File: src/rtl/div_unit.sv
// -----------------------------------------------------------------------------
// div_unit -- multi-cycle restoring integer divider for DIV / DIVU.
//
// Produces {remainder, quotient} for the HI/LO register pair (HI = remainder,
// LO = quotient). One quotient bit is resolved per clock. EX holds start_i high
// and stalls until ready_o is seen. A new divide needs start_i to drop for at
// least one cycle after the result has been taken.
//
// Configuration macro:
//   DIV_SIGNED_EN  defined   : signed_i selects signed (DIV) or unsigned (DIVU).
//                  undefined : signed_i is ignored, every divide is unsigned,
//                              and no absolute-value / sign-fix logic is built.
//
// Ports:
//   clk        in   rising-edge clock
//   rst        in   asynchronous active-high reset
//   signed_i   in   1 = signed divide, 0 = unsigned
//   opdata1_i  in   dividend (sampled only on the accepting edge)
//   opdata2_i  in   divisor  (sampled only on the accepting edge)
//   start_i    in   request, held high until ready_o
//   annul_i    in   cancel (flush / exception); ignored once the result is out
//   result_o   out  {remainder, quotient}, zero except while the result is out
//   ready_o    out  result valid
// -----------------------------------------------------------------------------
`timescale 1ns/1ps

module div_unit #(
  parameter int DW = 32
) (
  input  logic            clk,
  input  logic            rst,
  input  logic            signed_i,
  input  logic [DW-1:0]   opdata1_i,
  input  logic [DW-1:0]   opdata2_i,
  input  logic            start_i,
  input  logic            annul_i,
  output logic [2*DW-1:0] result_o,
  output logic            ready_o
);

  localparam int CW = $clog2(DW);

  typedef enum logic [1:0] {
    S_IDLE   = 2'd0,
    S_ON     = 2'd1,
    S_BYZERO = 2'd2,
    S_END    = 2'd3
  } state_t;

  state_t            state_q, state_d;
  logic [CW-1:0]     cnt_q, cnt_d;
  logic [DW-1:0]     rem_q, rem_d;     // partial remainder
  logic [DW-1:0]     dvd_q, dvd_d;     // dividend bits shifting out, quotient bits shifting in
  logic [DW-1:0]     dvs_q, dvs_d;     // divisor magnitude
  logic [2*DW-1:0]   result_q, result_d;
  logic              ready_q, ready_d;

  // Operand magnitudes presented to the datapath on the accepting edge
  logic [DW-1:0]     a_mag, b_mag;

`ifdef DIV_SIGNED_EN
  logic              negq_q, negq_d;   // quotient must be negated at the end
  logic              negr_q, negr_d;   // remainder must be negated at the end
  logic              a_neg, b_neg;

  assign a_neg = signed_i & opdata1_i[DW-1];
  assign b_neg = signed_i & opdata2_i[DW-1];
  // The most negative value maps onto itself, which is the correct unsigned
  // magnitude 2^(DW-1); this is what makes MIN / -1 wrap to MIN.
  assign a_mag = a_neg ? (~opdata1_i + 1'b1) : opdata1_i;
  assign b_mag = b_neg ? (~opdata2_i + 1'b1) : opdata2_i;
`else
  logic              unused_signed;
  assign unused_signed = signed_i;
  assign a_mag = opdata1_i;
  assign b_mag = opdata2_i;
`endif

  // One restoring step: shift the next dividend bit into the remainder, try
  // the subtraction one bit wider so a borrow shows up in the MSB.
  logic [DW:0]       rem_shift;
  logic [DW:0]       diff;
  logic              ge;
  logic [DW-1:0]     rem_step;
  logic [DW-1:0]     quo_step;
  logic [DW-1:0]     q_fin, r_fin;

  assign rem_shift = {rem_q, dvd_q[DW-1]};
  assign diff      = rem_shift - {1'b0, dvs_q};
  assign ge        = ~diff[DW];
  assign rem_step  = ge ? diff[DW-1:0] : rem_shift[DW-1:0];
  assign quo_step  = {dvd_q[DW-2:0], ge};

`ifdef DIV_SIGNED_EN
  assign q_fin = negq_q ? (~quo_step + 1'b1) : quo_step;
  assign r_fin = negr_q ? (~rem_step + 1'b1) : rem_step;
`else
  assign q_fin = quo_step;
  assign r_fin = rem_step;
`endif

  always_comb begin
    state_d  = state_q;
    cnt_d    = cnt_q;
    rem_d    = rem_q;
    dvd_d    = dvd_q;
    dvs_d    = dvs_q;
    result_d = result_q;
    ready_d  = 1'b0;
`ifdef DIV_SIGNED_EN
    negq_d   = negq_q;
    negr_d   = negr_q;
`endif

    case (state_q)
      S_IDLE: begin
        result_d = '0;
        if (start_i && !annul_i) begin
          dvd_d = a_mag;
          dvs_d = b_mag;
          rem_d = '0;
          cnt_d = '0;
`ifdef DIV_SIGNED_EN
          negq_d = a_neg ^ b_neg;
          negr_d = a_neg;
`endif
          state_d = (opdata2_i == '0) ? S_BYZERO : S_ON;
        end
      end

      S_ON: begin
        if (annul_i) begin
          result_d = '0;
          state_d  = S_IDLE;
        end else begin
          rem_d = rem_step;
          dvd_d = quo_step;
          cnt_d = cnt_q + CW'(1);
          // Last iteration: fold the sign fix into the same edge
          if (cnt_q == CW'(DW - 1)) begin
            result_d = {r_fin, q_fin};
            state_d  = S_END;
          end
        end
      end

      S_BYZERO: begin
        result_d = '0;
        state_d  = annul_i ? S_IDLE : S_END;
      end

      S_END: begin
        // ready_o follows one edge behind entry to END, so it rises the cycle
        // after the result register is loaded and falls on the very edge that
        // sees start_i low.
        if (start_i) begin
          ready_d = 1'b1;
        end else begin
          result_d = '0;
          state_d  = S_IDLE;
        end
      end

      default: begin
        result_d = '0;
        state_d  = S_IDLE;
      end
    endcase
  end

  always_ff @(posedge clk or posedge rst) begin
    if (rst) begin
      state_q  <= S_IDLE;
      cnt_q    <= '0;
      rem_q    <= '0;
      dvd_q    <= '0;
      dvs_q    <= '0;
      result_q <= '0;
      ready_q  <= 1'b0;
`ifdef DIV_SIGNED_EN
      negq_q   <= 1'b0;
      negr_q   <= 1'b0;
`endif
    end else begin
      state_q  <= state_d;
      cnt_q    <= cnt_d;
      rem_q    <= rem_d;
      dvd_q    <= dvd_d;
      dvs_q    <= dvs_d;
      result_q <= result_d;
      ready_q  <= ready_d;
`ifdef DIV_SIGNED_EN
      negq_q   <= negq_d;
      negr_q   <= negr_d;
`endif
    end
  end

  assign result_o = result_q;
  assign ready_o  = ready_q;

endmodule
File: config.mk
export PLATFORM = sky130hd
export DESIGN_NAME = div_unit
export DESIGN_NICKNAME = d
export VERILOG_FILES = /design/src/rtl/div_unit.sv
export SDC_FILE = /design/constraint.sdc
export NUM_CORES = 1
export LEC_CHECK = 0
export BUFFER_PORTS_ARGS = -buffer_cell sky130_fd_sc_hd__buf_2
export CAP_MARGIN = 10
export CORE_MARGIN = 3
export CORE_UTILIZATION = 36
export DETAILED_ROUTE_END_ITERATION = 8
export GPL_TIMING_DRIVEN = 0
export PLACE_DENSITY_LB_ADDON = 0.1
export SLEW_MARGIN = 10
export SYNTH_ARGS = -nofsm -noshare
export SYNTH_HDL_FRONTEND = slang
export SYNTH_SLANG_ARGS = --single-unit
File: constraint.sdc
create_clock -name clk -period 8.1 [get_ports clk]
set_input_delay 1.62 -clock clk [delete_from_list [all_inputs] [get_ports clk]]
set_output_delay 1.62 -clock clk [all_outputs]
set_load 0.01 [all_outputs]
==> qor.tcl <==
set qor(outcome) {completed}
set qor(static-leakage-power_uw) 0.005072
set qor(ios) 134
set qor(path_delay_family) {compound AO/OA/AOI/OAI gates}
set qor(synthToLayoutAreaGrowth_pct) 18.82
set qor(share_of_cells_above_drive_strength_1_pct) 20.08
set qor(post_cts.resized_instances) 0
set qor(setup_viol) 0
set qor(cts-buffers-inserted) 17
set qor(grt_antenna_before_repair) 2
set qor(drc) 0
set qor(timing.critical_path.arrival_ns) 3.77
set qor(post-synth-top-area-cell) {dfrtp_1}
set qor(crit_path_max_fanout) 6
set qor(min-delay-start) {result_o[37]}
set qor(postCtsSetupRepairBufs) 0
set qor(highest_delay_cell_along_the_critical_path) {a2111oi_0}
set qor(firstDrtPassIters) 5
set qor(timing.critical_path.cells) {inv_1 -> ha_1 -> fa_1 -> nand2b_1 -> a21o_1 -> a2111oi_0 -> nor2_1 -> o41ai_1 -> xor2_1 -> mux2i_1 -> o21ai_0}
set qor(clock.fmax_ghz) 0.2881
set qor(synthesis.yosys.warnings) 0
set qor(worst_skew_pair.late_latency_ns) 0.44
set qor(power_density_mw_per_mm2) 344.9
set qor(htree_levels) 4
set qor(critPathCaptureType) {flip-flop}
set qor(layout.core_utilization_pct) 44.23
set qor(maxCapViolations) 0
set qor(netlist_instances) 896
set qor(worstSetupStartpointType) {flip-flop}
set qor(first_pass_grt_wire_length_mm) 38.56
set qor(synth_ff_type) {dfrtp_1}
set qor(ys_async_sr_fraction_pct) 100.0
set qor(fp.dieH_um) 162.9
set qor(fin_skew_ns) 0.01645
set qor(layout_worst_path_cycle_share_pct) 42.85
set qor(syn_nets) 1003
set qor(drtAntennaViolNets) 0
set qor(insertedDiodeCount) 0
set qor(synth_area_leaders) {dfrtp_1 47%, mux2i_1 6.7%, o21ai_0 6.4%}
set qor(num_vias) 7088
set qor(grt_util_all_layers_pct) 18.40
set qor(detailed_place_hpwl_mm) 17.66
set qor(clock_root_buffer) {clkbuf_16}
set qor(synthesis.area_per_instance_um2) 9.896
set qor(ys_seq_elements) 168
set qor(type_of_the_setup_path_with_the_least_slack) {flip-flop to flip-flop}
set qor(cts.path.max_buffers) 2
set qor(ys_seq_area_share_pct) 47.41
set qor(timing.slew.headroom_pct) 51.13
set qor(final.min_clock_period_ns) 3.471
set qor(finalNetCount) 1155
set qor(finalInstanceArea_mm2) 0.01054
set qor(holdPathEnd) {result_o[37]}
set qor(report.final.hold_viol_count) 0
set qor(crit_required_ns) 8.40
set qor(cts_hold_buf) 0
set qor(crit_buf_inv) 1
set qor(gr-total-overflow) 0
set qor(wire_per_inst_um) 17.32
set qor(clock_sinks) 168
set qor(finalNonFillerCells) 1380
set qor(design.core.area_mm2) 0.02382
set qor(route.final.wire_length_mm) 23.90
set qor(placementRows) 56
set qor(register_area_mm2) 0.004204
set qor(worst_hold_path_type) {flip-flop to flip-flop}
set qor(fillers) 2447
set qor(floorplan.initialDensity_pct) 37.22
set qor(timing_max_transition_violations_final) 0
set qor(worst_r2r_path_depth) 11
set qor(cp_slowest_stage_delay_ns) 0.60
set qor(grt_setup_unrepaired) {false}
set qor(layout_commonest_cell) {dfrtp_1}
set qor(setup-tns-final_ns) 0
set qor(cts_tree) {built}
set qor(clk_transition_reported_paths_ns) 0.07
set qor(worst_pin_slew_ns) 0.7331
set qor(detailed_place.area_mm2) 0.009962
set qor(finalWeightedCongestion) 0.8828
set qor(drt_iter0_markers) 349
set qor(total_area_of_multi_input_combinational_cells_mm2) 0.004277
set qor(hold_path_depth) 2
set qor(die_w_um) 162.9
set qor(via_per_inst) 5.136
set qor(grt_pass1_vias) 7108
set qor(r2r_setup_slk_ns) 4.63
set qor(critical_path.reg2reg.endpoint) {rem_q[22]}
set qor(vdd.ir_drop.worst_v) 0.0001417
set qor(grt_start_max_net_pins) 110
set qor(die_area_mm2) 0.02655
set qor(yosys.cell_types.count) 56
set qor(post-place-cells) 1348
set qor(synth_top_area_share_pct) 47.41
set qor(netlist_area_mm2) 0.008867
set qor(port-buffer-count) 132
set qor(final_cell_mix) {168 x dfrtp_1, 134 x buf_2, 114 x o21ai_0, 111 x nand2_1, 59 x mux2i_1}
set qor(synth_enable_flop_cells) 0
set qor(worstReg2RegStart) {dvd_q[31]}
-- power breakdown --
| part | total (uW) | switching, uW | internal, uW |
|---|---|---|---|
| registers | 1250 | 162 | 1090 |
| logic | 1570 | 955 | 619 |
| clock network | 808 | 397 | 412 |
-- worst reg2reg max path, cell delays in order, from the launching register on --
cell and delay (ns):
dfrtp_1 0.37, inv_1 0.07, ha_1 0.22, fa_1 0.41, nand2b_1 0.18, a21o_1 0.20
a2111oi_0 0.60, nor2_1 0.30, o41ai_1 0.49, xor2_1 0.14, mux2i_1 0.24, o21ai_0 0.12
-- worst max path at each step --
stage | end | cells after the start | from
2_1_floorplan | cnt_q[0] | 1 | rst
3_3_place_gp | result_o[56] | 2 | rst
3_5_place_dp | dvd_q[9] | 10 | annul_i
4_1_cts | dvd_q[15] | 10 | annul_i
5_1_grt | result_o[54] | 11 | dvd_q[31]
6_report | rem_q[22] | 11 | dvd_q[31]
-- sequential cells by signal, indices dropped and copies added, names as in the netlist --
name	count
result_o	64
dvd_q	32
dvs_q	32
rem_q	32
cnt_q	5
state_q	2
ready_o	1
-- cells by family (layout without fill, tap and decap cells) --
logic type | Yosys count | in the layout | synth area share [%]
compound gates | 246 | 246 | 17.00
mux | 93 | 93 | 10.98
simple gates | 225 | 225 | 11.75
fa+ha+maj | 38 | 38 | 5.447
xor+xnor | 30 | 30 | 3.048
buf+inv | 96 | 261 | 4.360
flops | 168 | 168 | 47.41
-- cells in the mapped netlist, drive strengths merged (2+ instances only) --
cell type / number
a2111oi: 5
nor3: 2
clkbuf: 45
nand2: 111
a21oi: 42
o21a: 4
nand3b: 3
dfrtp: 168
or2: 3
and4: 2
a22o: 31
xor2: 13
and2: 2
nand4: 14
o31ai: 4
and3: 2
o211ai: 4
or4: 2
mux2i: 59
xnor2: 17
ha: 37
a21o: 11
nor4: 9
o22ai: 2
nand2b: 8
nor2: 27
nand3: 32
a211oi: 3
mux2: 34
or3: 2
buf: 8
o221ai: 5
o21ai: 115
o21bai: 4
a31oi: 6
inv: 43
a2bb2oi: 2
nor2b: 4
-- area by class of cell --
cell class	count	area share [%]
multi-input cells	632	40.59
flip-flops and latches	168	39.90
repair buffers	133	6.531
clock buffers	17	4.038
well taps	319	3.788
plain buffers	53	2.138
inverters	43	1.603
clock inverters	15	1.413
-- metrics by stage --
stage               power [uW]  hold WS, ns  setup WS [ns]
finish                    3634       0.4787          4.629
global route              3935       0.5020          4.367
CTS                       3682       0.4824          4.646
detailed placement        2859       0.4656          4.197
global placement          2832       0.4615        -0.3344
floorplan                 2398       0.4498          1.933
-- metal layers --
metal  share of wire (%)  GRT usage [%]  vias up
li1                    -              -     3503
met1                  48          25.93     3405
met2                  45          28.08      156
met3                 6.4          5.366       20
met4                0.96          4.306        4
met5               0.088              0        -
(Power assumes the default switching activity.)
